--- config.mk ---
export PLATFORM = sky130hd
export DESIGN_NAME = uop_dispatch_sched_flat
export DESIGN_NICKNAME = d
export VERILOG_FILES = /design/src/rtl/uop_dispatch_sched_if.sv /design/src/rtl/uop_dispatch_sched.sv /design/src/flat_wrapper.sv
export SDC_FILE = /design/constraint.sdc
export NUM_CORES = 1
export LEC_CHECK = 0
export ABC_AREA = 1
export CAP_MARGIN = 20
export CORE_UTILIZATION = 30
export DETAILED_ROUTE_END_ITERATION = 10
export HOLD_SLACK_MARGIN = 0.1
export SLEW_MARGIN = 20
export SYNTH_ARGS = -nofsm -noshare
export SYNTH_HDL_FRONTEND = slang
export SYNTH_SLANG_ARGS = --single-unit
export TNS_END_PERCENT = 5
--- constraint.sdc ---
create_clock -name clk -period 3.2 [get_ports clk]
set_input_delay 0.64 -clock clk [delete_from_list [all_inputs] [get_ports clk]]
set_output_delay 0.64 -clock clk [all_outputs]
set_load 0.05 [all_outputs]
--- src/rtl/uop_dispatch_sched_if.sv ---
// Decode-queue, issue-slot, writeback and status signals of the uop dispatch scheduler.
// The master modport is the scheduler; the slave modport is its surrounding pipeline.
interface uop_dispatch_sched_if #(
    parameter int XLEN    = 32,
    parameter int STALL_W = 16
);
    logic               q_valid;
    logic               q_pop;
    logic [6:0]         q_uop;
    logic [XLEN-1:0]    q_imm;
    logic               q_use_imm;
    logic [XLEN-1:0]    q_pc;
    logic [4:0]         q_src1;
    logic [4:0]         q_src2;
    logic [4:0]         q_dest;

    logic               alu_valid;
    logic               alu_ready;
    logic [XLEN-1:0]    alu_iss_imm;
    logic               alu_iss_use_imm;
    logic [XLEN-1:0]    alu_iss_pc;
    logic [4:0]         alu_iss_src1;
    logic [4:0]         alu_iss_src2;
    logic [4:0]         alu_iss_dest;

    logic               mul_valid;
    logic               mul_ready;
    logic [XLEN-1:0]    mul_iss_imm;
    logic               mul_iss_use_imm;
    logic [XLEN-1:0]    mul_iss_pc;
    logic [4:0]         mul_iss_src1;
    logic [4:0]         mul_iss_src2;
    logic [4:0]         mul_iss_dest;

    logic [1:0]         wb_valid;
    logic [9:0]         wb_dest;
    logic               flush;
    logic               except_out;
    logic               halted;
    logic [STALL_W-1:0] stall_cnt;

    modport master (
        input  q_valid, q_uop, q_imm, q_use_imm, q_pc, q_src1, q_src2, q_dest,
        output q_pop,
        output alu_valid, alu_iss_imm, alu_iss_use_imm, alu_iss_pc,
               alu_iss_src1, alu_iss_src2, alu_iss_dest,
        input  alu_ready,
        output mul_valid, mul_iss_imm, mul_iss_use_imm, mul_iss_pc,
               mul_iss_src1, mul_iss_src2, mul_iss_dest,
        input  mul_ready,
        input  wb_valid, wb_dest, flush,
        output except_out, halted, stall_cnt
    );

    modport slave (
        output q_valid, q_uop, q_imm, q_use_imm, q_pc, q_src1, q_src2, q_dest,
        input  q_pop,
        input  alu_valid, alu_iss_imm, alu_iss_use_imm, alu_iss_pc,
               alu_iss_src1, alu_iss_src2, alu_iss_dest,
        output alu_ready,
        input  mul_valid, mul_iss_imm, mul_iss_use_imm, mul_iss_pc,
               mul_iss_src1, mul_iss_src2, mul_iss_dest,
        output mul_ready,
        output wb_valid, wb_dest, flush,
        input  except_out, halted, stall_cnt
    );
endinterface

--- src/rtl/uop_dispatch_sched.sv ---
// In-order issue scheduler: pops the decode queue head into an ALU or MUL issue slot,
// blocking RAW/WAW hazards with a 32-entry scoreboard; handles halt, flush and illegal uops.
module uop_dispatch_sched #(
    parameter int XLEN    = 32,
    parameter int STALL_W = 16
) (
    input  logic                 clk,
    input  logic                 rst_n,
    uop_dispatch_sched_if.master bus
);
    localparam logic [6:0] UOP_ALU  = 7'b010_0000;
    localparam logic [6:0] UOP_MUL  = 7'b100_0000;
    localparam logic [6:0] UOP_HALT = 7'b111_1111;

    typedef enum logic [1:0] {RUN, DRAIN, HALTED} state_t;

    typedef struct packed {
        logic [XLEN-1:0] imm;
        logic            use_imm;
        logic [XLEN-1:0] pc;
        logic [4:0]      src1;
        logic [4:0]      src2;
        logic [4:0]      dest;
    } payload_t;

    state_t             state, state_nxt;
    payload_t           head_pl, alu_pl_p0, mul_pl_p0;
    logic               alu_vld_p0, mul_vld_p0;
    logic               except_r;
    logic [31:0]        busy, busy_set, busy_clr, busy_nxt;
    logic [STALL_W-1:0] stall_r;
    logic               is_alu, is_mul, is_halt, is_ill;
    logic               hz, alu_free, mul_free, drained;
    logic               pop, alu_load, mul_load;

    assign head_pl = {bus.q_imm, bus.q_use_imm, bus.q_pc, bus.q_src1, bus.q_src2, bus.q_dest};

    assign is_alu  = (bus.q_uop == UOP_ALU);
    assign is_mul  = (bus.q_uop == UOP_MUL);
    assign is_halt = (bus.q_uop == UOP_HALT);
    assign is_ill  = !(is_alu || is_mul || is_halt);

    // Scoreboard is read as registered: a writeback frees its register one cycle later.
    assign hz = busy[bus.q_src1] | (!bus.q_use_imm & busy[bus.q_src2]) | busy[bus.q_dest];

    assign alu_free = !alu_vld_p0 || bus.alu_ready;
    assign mul_free = !mul_vld_p0 || bus.mul_ready;
    assign drained  = (busy == '0) && !alu_vld_p0 && !mul_vld_p0;

    always_ff @(posedge clk or negedge rst_n) begin
        if (!rst_n) state <= RUN;
        else        state <= state_nxt;
    end

    always_comb begin
        state_nxt = state;
        pop       = 1'b0;
        case (state)
            RUN: begin
                if (bus.q_valid && !bus.flush) begin
                    if (is_alu)      pop = !hz && alu_free;
                    else if (is_mul) pop = !hz && mul_free;
                    else             pop = 1'b1;
                    if (pop && is_halt) state_nxt = DRAIN;
                end
            end
            DRAIN:   if (drained) state_nxt = HALTED;
            HALTED:  state_nxt = HALTED;
            default: state_nxt = RUN;
        endcase
        if (bus.flush) state_nxt = RUN;
    end

    assign alu_load = pop && is_alu;
    assign mul_load = pop && is_mul;

    // Clears apply before sets so an issue to a register being written back stays busy.
    always_comb begin
        busy_set = '0;
        busy_clr = '0;
        if (bus.wb_valid[0]) busy_clr[bus.wb_dest[4:0]] = 1'b1;
        if (bus.wb_valid[1]) busy_clr[bus.wb_dest[9:5]] = 1'b1;
        if (alu_load || mul_load) busy_set[bus.q_dest] = 1'b1;
        busy_nxt    = (busy & ~busy_clr) | busy_set;
        busy_nxt[0] = 1'b0;
    end

    always_ff @(posedge clk or negedge rst_n) begin
        if (!rst_n) begin
            busy       <= '0;
            alu_vld_p0 <= 1'b0;
            mul_vld_p0 <= 1'b0;
            except_r   <= 1'b0;
        end else if (bus.flush) begin
            busy       <= '0;
            alu_vld_p0 <= 1'b0;
            mul_vld_p0 <= 1'b0;
            except_r   <= 1'b0;
        end else begin
            busy       <= busy_nxt;
            alu_vld_p0 <= alu_load || (alu_vld_p0 && !bus.alu_ready);
            mul_vld_p0 <= mul_load || (mul_vld_p0 && !bus.mul_ready);
            except_r   <= pop && is_ill;
        end
    end

    // ---- issue slot stage (p0): payload held until the unit accepts it
    always_ff @(posedge clk or negedge rst_n) begin
        if (!rst_n) begin
            alu_pl_p0 <= '0;
            mul_pl_p0 <= '0;
        end else begin
            if (alu_load) alu_pl_p0 <= head_pl;
            if (mul_load) mul_pl_p0 <= head_pl;
        end
    end

    always_ff @(posedge clk or negedge rst_n) begin
        if (!rst_n) begin
            stall_r <= '0;
        end else if (bus.q_valid && !pop && (state != HALTED) && (stall_r != '1)) begin
            stall_r <= stall_r + 1'b1;
        end
    end

    // Pop is gated by reset so every output reads zero while rst_n is low.
    assign bus.q_pop           = pop & rst_n;
    assign bus.alu_valid       = alu_vld_p0;
    assign bus.alu_iss_imm     = alu_pl_p0.imm;
    assign bus.alu_iss_use_imm = alu_pl_p0.use_imm;
    assign bus.alu_iss_pc      = alu_pl_p0.pc;
    assign bus.alu_iss_src1    = alu_pl_p0.src1;
    assign bus.alu_iss_src2    = alu_pl_p0.src2;
    assign bus.alu_iss_dest    = alu_pl_p0.dest;
    assign bus.mul_valid       = mul_vld_p0;
    assign bus.mul_iss_imm     = mul_pl_p0.imm;
    assign bus.mul_iss_use_imm = mul_pl_p0.use_imm;
    assign bus.mul_iss_pc      = mul_pl_p0.pc;
    assign bus.mul_iss_src1    = mul_pl_p0.src1;
    assign bus.mul_iss_src2    = mul_pl_p0.src2;
    assign bus.mul_iss_dest    = mul_pl_p0.dest;
    assign bus.except_out      = except_r;
    assign bus.halted          = (state == HALTED);
    assign bus.stall_cnt       = stall_r;
endmodule

--- src/flat_wrapper.sv ---
// flat-port wrapper written by rule: the top's interface ports become plain ports
module uop_dispatch_sched_flat 
#(
    parameter int XLEN    = 32,
    parameter int STALL_W = 16
)
  (clk, rst_n, bus_q_valid, bus_q_uop, bus_q_imm, bus_q_use_imm, bus_q_pc, bus_q_src1, bus_q_src2, bus_q_dest, bus_q_pop, bus_alu_valid, bus_alu_iss_imm, bus_alu_iss_use_imm, bus_alu_iss_pc, bus_alu_iss_src1, bus_alu_iss_src2, bus_alu_iss_dest, bus_alu_ready, bus_mul_valid, bus_mul_iss_imm, bus_mul_iss_use_imm, bus_mul_iss_pc, bus_mul_iss_src1, bus_mul_iss_src2, bus_mul_iss_dest, bus_mul_ready, bus_wb_valid, bus_wb_dest, bus_flush, bus_except_out, bus_halted, bus_stall_cnt);
  uop_dispatch_sched_if #(.XLEN(XLEN), .STALL_W(STALL_W)) bus_i ();
  input  logic clk;
  input  logic rst_n;
  input wire logic [$bits(bus_i.q_valid)-1:0] bus_q_valid;
  input wire logic [$bits(bus_i.q_uop)-1:0] bus_q_uop;
  input wire logic [$bits(bus_i.q_imm)-1:0] bus_q_imm;
  input wire logic [$bits(bus_i.q_use_imm)-1:0] bus_q_use_imm;
  input wire logic [$bits(bus_i.q_pc)-1:0] bus_q_pc;
  input wire logic [$bits(bus_i.q_src1)-1:0] bus_q_src1;
  input wire logic [$bits(bus_i.q_src2)-1:0] bus_q_src2;
  input wire logic [$bits(bus_i.q_dest)-1:0] bus_q_dest;
  output wire logic [$bits(bus_i.q_pop)-1:0] bus_q_pop;
  output wire logic [$bits(bus_i.alu_valid)-1:0] bus_alu_valid;
  output wire logic [$bits(bus_i.alu_iss_imm)-1:0] bus_alu_iss_imm;
  output wire logic [$bits(bus_i.alu_iss_use_imm)-1:0] bus_alu_iss_use_imm;
  output wire logic [$bits(bus_i.alu_iss_pc)-1:0] bus_alu_iss_pc;
  output wire logic [$bits(bus_i.alu_iss_src1)-1:0] bus_alu_iss_src1;
  output wire logic [$bits(bus_i.alu_iss_src2)-1:0] bus_alu_iss_src2;
  output wire logic [$bits(bus_i.alu_iss_dest)-1:0] bus_alu_iss_dest;
  input wire logic [$bits(bus_i.alu_ready)-1:0] bus_alu_ready;
  output wire logic [$bits(bus_i.mul_valid)-1:0] bus_mul_valid;
  output wire logic [$bits(bus_i.mul_iss_imm)-1:0] bus_mul_iss_imm;
  output wire logic [$bits(bus_i.mul_iss_use_imm)-1:0] bus_mul_iss_use_imm;
  output wire logic [$bits(bus_i.mul_iss_pc)-1:0] bus_mul_iss_pc;
  output wire logic [$bits(bus_i.mul_iss_src1)-1:0] bus_mul_iss_src1;
  output wire logic [$bits(bus_i.mul_iss_src2)-1:0] bus_mul_iss_src2;
  output wire logic [$bits(bus_i.mul_iss_dest)-1:0] bus_mul_iss_dest;
  input wire logic [$bits(bus_i.mul_ready)-1:0] bus_mul_ready;
  input wire logic [$bits(bus_i.wb_valid)-1:0] bus_wb_valid;
  input wire logic [$bits(bus_i.wb_dest)-1:0] bus_wb_dest;
  input wire logic [$bits(bus_i.flush)-1:0] bus_flush;
  output wire logic [$bits(bus_i.except_out)-1:0] bus_except_out;
  output wire logic [$bits(bus_i.halted)-1:0] bus_halted;
  output wire logic [$bits(bus_i.stall_cnt)-1:0] bus_stall_cnt;
  assign bus_i.q_valid = bus_q_valid;
  assign bus_i.q_uop = bus_q_uop;
  assign bus_i.q_imm = bus_q_imm;
  assign bus_i.q_use_imm = bus_q_use_imm;
  assign bus_i.q_pc = bus_q_pc;
  assign bus_i.q_src1 = bus_q_src1;
  assign bus_i.q_src2 = bus_q_src2;
  assign bus_i.q_dest = bus_q_dest;
  assign bus_q_pop = bus_i.q_pop;
  assign bus_alu_valid = bus_i.alu_valid;
  assign bus_alu_iss_imm = bus_i.alu_iss_imm;
  assign bus_alu_iss_use_imm = bus_i.alu_iss_use_imm;
  assign bus_alu_iss_pc = bus_i.alu_iss_pc;
  assign bus_alu_iss_src1 = bus_i.alu_iss_src1;
  assign bus_alu_iss_src2 = bus_i.alu_iss_src2;
  assign bus_alu_iss_dest = bus_i.alu_iss_dest;
  assign bus_i.alu_ready = bus_alu_ready;
  assign bus_mul_valid = bus_i.mul_valid;
  assign bus_mul_iss_imm = bus_i.mul_iss_imm;
  assign bus_mul_iss_use_imm = bus_i.mul_iss_use_imm;
  assign bus_mul_iss_pc = bus_i.mul_iss_pc;
  assign bus_mul_iss_src1 = bus_i.mul_iss_src1;
  assign bus_mul_iss_src2 = bus_i.mul_iss_src2;
  assign bus_mul_iss_dest = bus_i.mul_iss_dest;
  assign bus_i.mul_ready = bus_mul_ready;
  assign bus_i.wb_valid = bus_wb_valid;
  assign bus_i.wb_dest = bus_wb_dest;
  assign bus_i.flush = bus_flush;
  assign bus_except_out = bus_i.except_out;
  assign bus_halted = bus_i.halted;
  assign bus_stall_cnt = bus_i.stall_cnt;
  uop_dispatch_sched #(.XLEN(XLEN), .STALL_W(STALL_W)) u_core (.clk(clk), .rst_n(rst_n), .bus(bus_i));
endmodule
==> flow_summary.ini <==
[timing]
finalSetupViolCount = 0
hold_violations = 0
rsz0062_at_grt = no
slew_violations = 0
fmax_mhz = 325
fin_crit_sh = 0.961
hold_slack_ns = 0.483
slew_headroom = 0.405
layout_min_cycle_time_ns = 3.08
tightest_slew_ns = 0.892
clock_skew_ns = 0.0148

[route]
drtIter0Drc = 789
wl_per_cell_um = 17.5
route.vias.total = 10100
firstDrtPassIters = 5
viasPerCell = 4.89
wl_um = 36000
final_antenna_net_count = 0
drc = 0

[global_route]
antenna_found_initial = 1
grt_max_degree = 134
overflow = 0
grt_pass1_vias = 9936
use_met3 = 0.0358
grtUsageTotal = 0.201
grtUsageMet1 = 0.264
grt_pass1_wl_um = 56700
grt_busiest_layer = met2
grt_util_met2 = 0.329

[floorplan]
die_h_um = 188
die_x_um = 188
initial_core_util = 0.308
ioPinCount = 286
die-area_um2 = 35500
core_um2 = 33900
rows = 67

[cts]
cts_root_buf = clkbuf_16
clock-sinks = 212
clk_pin_slew_ns = 0.06
cts.path.max_buffers = 3
cts_htree_levels = 1
cts_tree = built
cts_buffers = 25
clk-insertion-delay-late_ns = 0.52

[setup_path]
startpoint_type = input pin
cp-end-kind = output port
worstPathMaxFanout = 2
worstPathRequired_ns = 2.56
cp.arrival_ns = 2.44
reg2reg_setup_slack_ns = 0.70
worstSetupPathType = input pin to output port
rr_worst_depth = 16

[pwr]
switchingPower_mw = 2.35
irDropWorstVdd_uv = 287
p_int_mw = 5.15
power_frac_comb = 0.222
switching_share = 0.313
fin_total_pwr_mw = 7.50
pwr-share-seq = 0.393
clkPwrFrac = 0.385
p_per_area_nw_per_um2 = 492
leakage_nw = 6.82

[placed_design]
io_buffers = 285
hpwl_um = 26600
place.gp.congestion = 0.920
dpl-instance-area_um2 = 14300
placedCellCount = 2007

[logic_synthesis]
avgSynthCellArea_um2 = 8.29
synth_top_area_share = 0.509
ys_seq_area_frac = 0.509
yosysTopAreaCell = dfrtp_1
synthesis.nets = 1366
ys_top_cells_by_area = dfrtp_1, nand2_1, inv_1, o21ai_0, o21ai_1
yosysWarnings = 0
syn-cell-area_um2 = 10400
synth_seq_cells = 212
synthDistinctLibCells = 34
synthCells = 1257

[worst_hold_path]
hold_path.class = flip-flop to flip-flop
holdPathStages = 2

[layout]
syn2layout_area_growth_pct = 46.3
ff_latch_area_um2 = 5310
most-common-layout-cells = nand2_1, clkdlybuf4s50_1, dfrtp_1
final_common_cell = nand2_1
drive_above_1_share = 0.112
finalNetCount = 1704
stdcell_count = 2061
fillers = 3352
final_cell_area_um2 = 15200
multi_input_area_um2 = 4170

[status]
status = finished clean

[run]
drv_cap = 0
-- power by group through the flow --
stage / clock, mW / sequential [mW] / combinational (mW)
after floorplan: 0 / 3.48 / 0.426
after global placement: 0 / 2.99 / 1.64
after detailed placement: 0 / 2.99 / 1.65
after CTS: 2.98 / 2.95 / 1.66
after global routing: 3.08 / 2.97 / 1.77
final: 2.89 / 2.95 / 1.66
-- final timing paths --
check / endpoint / start
worst max register to register: u_core.bus.alu_iss_imm[28] / u_core.busy[16]
min in group asynchronous: u_core.bus.stall_cnt[13] / rst_n
max in group asynchronous: u_core.bus.mul_iss_imm[27] / rst_n
worst min-delay path: u_core.bus.mul_iss_pc[30] / u_core.bus.mul_iss_pc[30]
worst max-delay path: bus_q_pop / bus_q_uop[4]
worst min register to register: u_core.bus.mul_iss_pc[30] / u_core.bus.mul_iss_pc[30]
-- worst max-delay path: stages --
cell and delay, ns:
clkdlybuf4s50_1 0.48, inv_1 0.07, nand3_2 0.09, buf_4 0.12, o21ai_2 0.07, nand2_2 0.09, nand3_1 0.09, nor2_2 0.15
nand3_2 0.12, o21ai_4 0.17, nand2_2 0.09, nor2_4 0.12, buf_12 0.14
-- sequential cells by signal, indices dropped and copies added, names as in the netlist, 2 cells and up --
name,cells
u_core.bus.mul_iss_src1,5
u_core.state,2
u_core.busy,31
u_core.bus.mul_iss_pc,32
u_core.bus.alu_iss_src2,5
u_core.bus.stall_cnt,16
u_core.bus.alu_iss_imm,32
u_core.bus.mul_iss_imm,32
u_core.bus.mul_iss_dest,5
u_core.bus.mul_iss_src2,5
u_core.bus.alu_iss_dest,5
u_core.bus.alu_iss_src1,5
u_core.bus.alu_iss_pc,32
-- cell usage after synthesis, drive strengths merged --
| cell type | number |
|---|---|
| ha | 4 |
| a221o | 6 |
| a22oi | 1 |
| dfrtp | 212 |
| nor3b | 1 |
| nand4 | 22 |
| nor4 | 10 |
| nor2 | 57 |
| inv | 150 |
| clkbuf | 29 |
| xor2 | 7 |
| o21ai | 192 |
| o2111ai | 31 |
| o211ai | 18 |
| buf | 37 |
| or2 | 1 |
| o22ai | 1 |
| nor3 | 35 |
| nand3 | 52 |
| a21oi | 61 |
| nand2 | 324 |
| xnor2 | 6 |
-- metrics by stage --
stage / setup TNS [ns] / utilization / setup WS [ns]
2_1_floorplan: 0 / - / 0.0207
3_3_place_gp: -0.192 / 0.421 / -0.173
3_5_place_dp: -0.493 / 0.421 / -0.176
4_1_cts: 0 / 0.448 / 0.00908
5_1_grt: 0 / 0.450 / 0.00562
6_report: 0 / 0.450 / 0.124
-- cells by family after synthesis --
family                     share of synthesized area
AOI/OAI and AO/OA                              0.173
DFF                                            0.509
adders and majority gates                    0.00480
buffers and inverters                         0.0964
xor gates and xnor gates                      0.0109
and+or+nand+nor                                0.206
-- cell type report --
class	count	share of cell area
flip-flops and latches	212	0.348
multi-input cells	829	0.273
repair buffers	377	0.250
clock buffers	30	0.0442
inverters	150	0.0373
well taps	448	0.0368
clock inverters	14	0.0102
diodes	1	0.000164
-- timing repair --
action / CTS / global route
gates resized for setup: 12 / 21
pin swaps: 3 / 8
endpoints found under the hold margin: 13 / 0
cloned: 1 / 0
hold buffers: 1 / 0
buffers inserted: 2 / 5
setup endpoints to repair: 1 / 1
-- routing by layer --
layer,vias up,wire length (um)
met5,-,0
met2,449,16500
met3,84,2850
met1,4680,15500
met4,0,1200
li1,4863,-
Power figures use the tool's default switching activity.
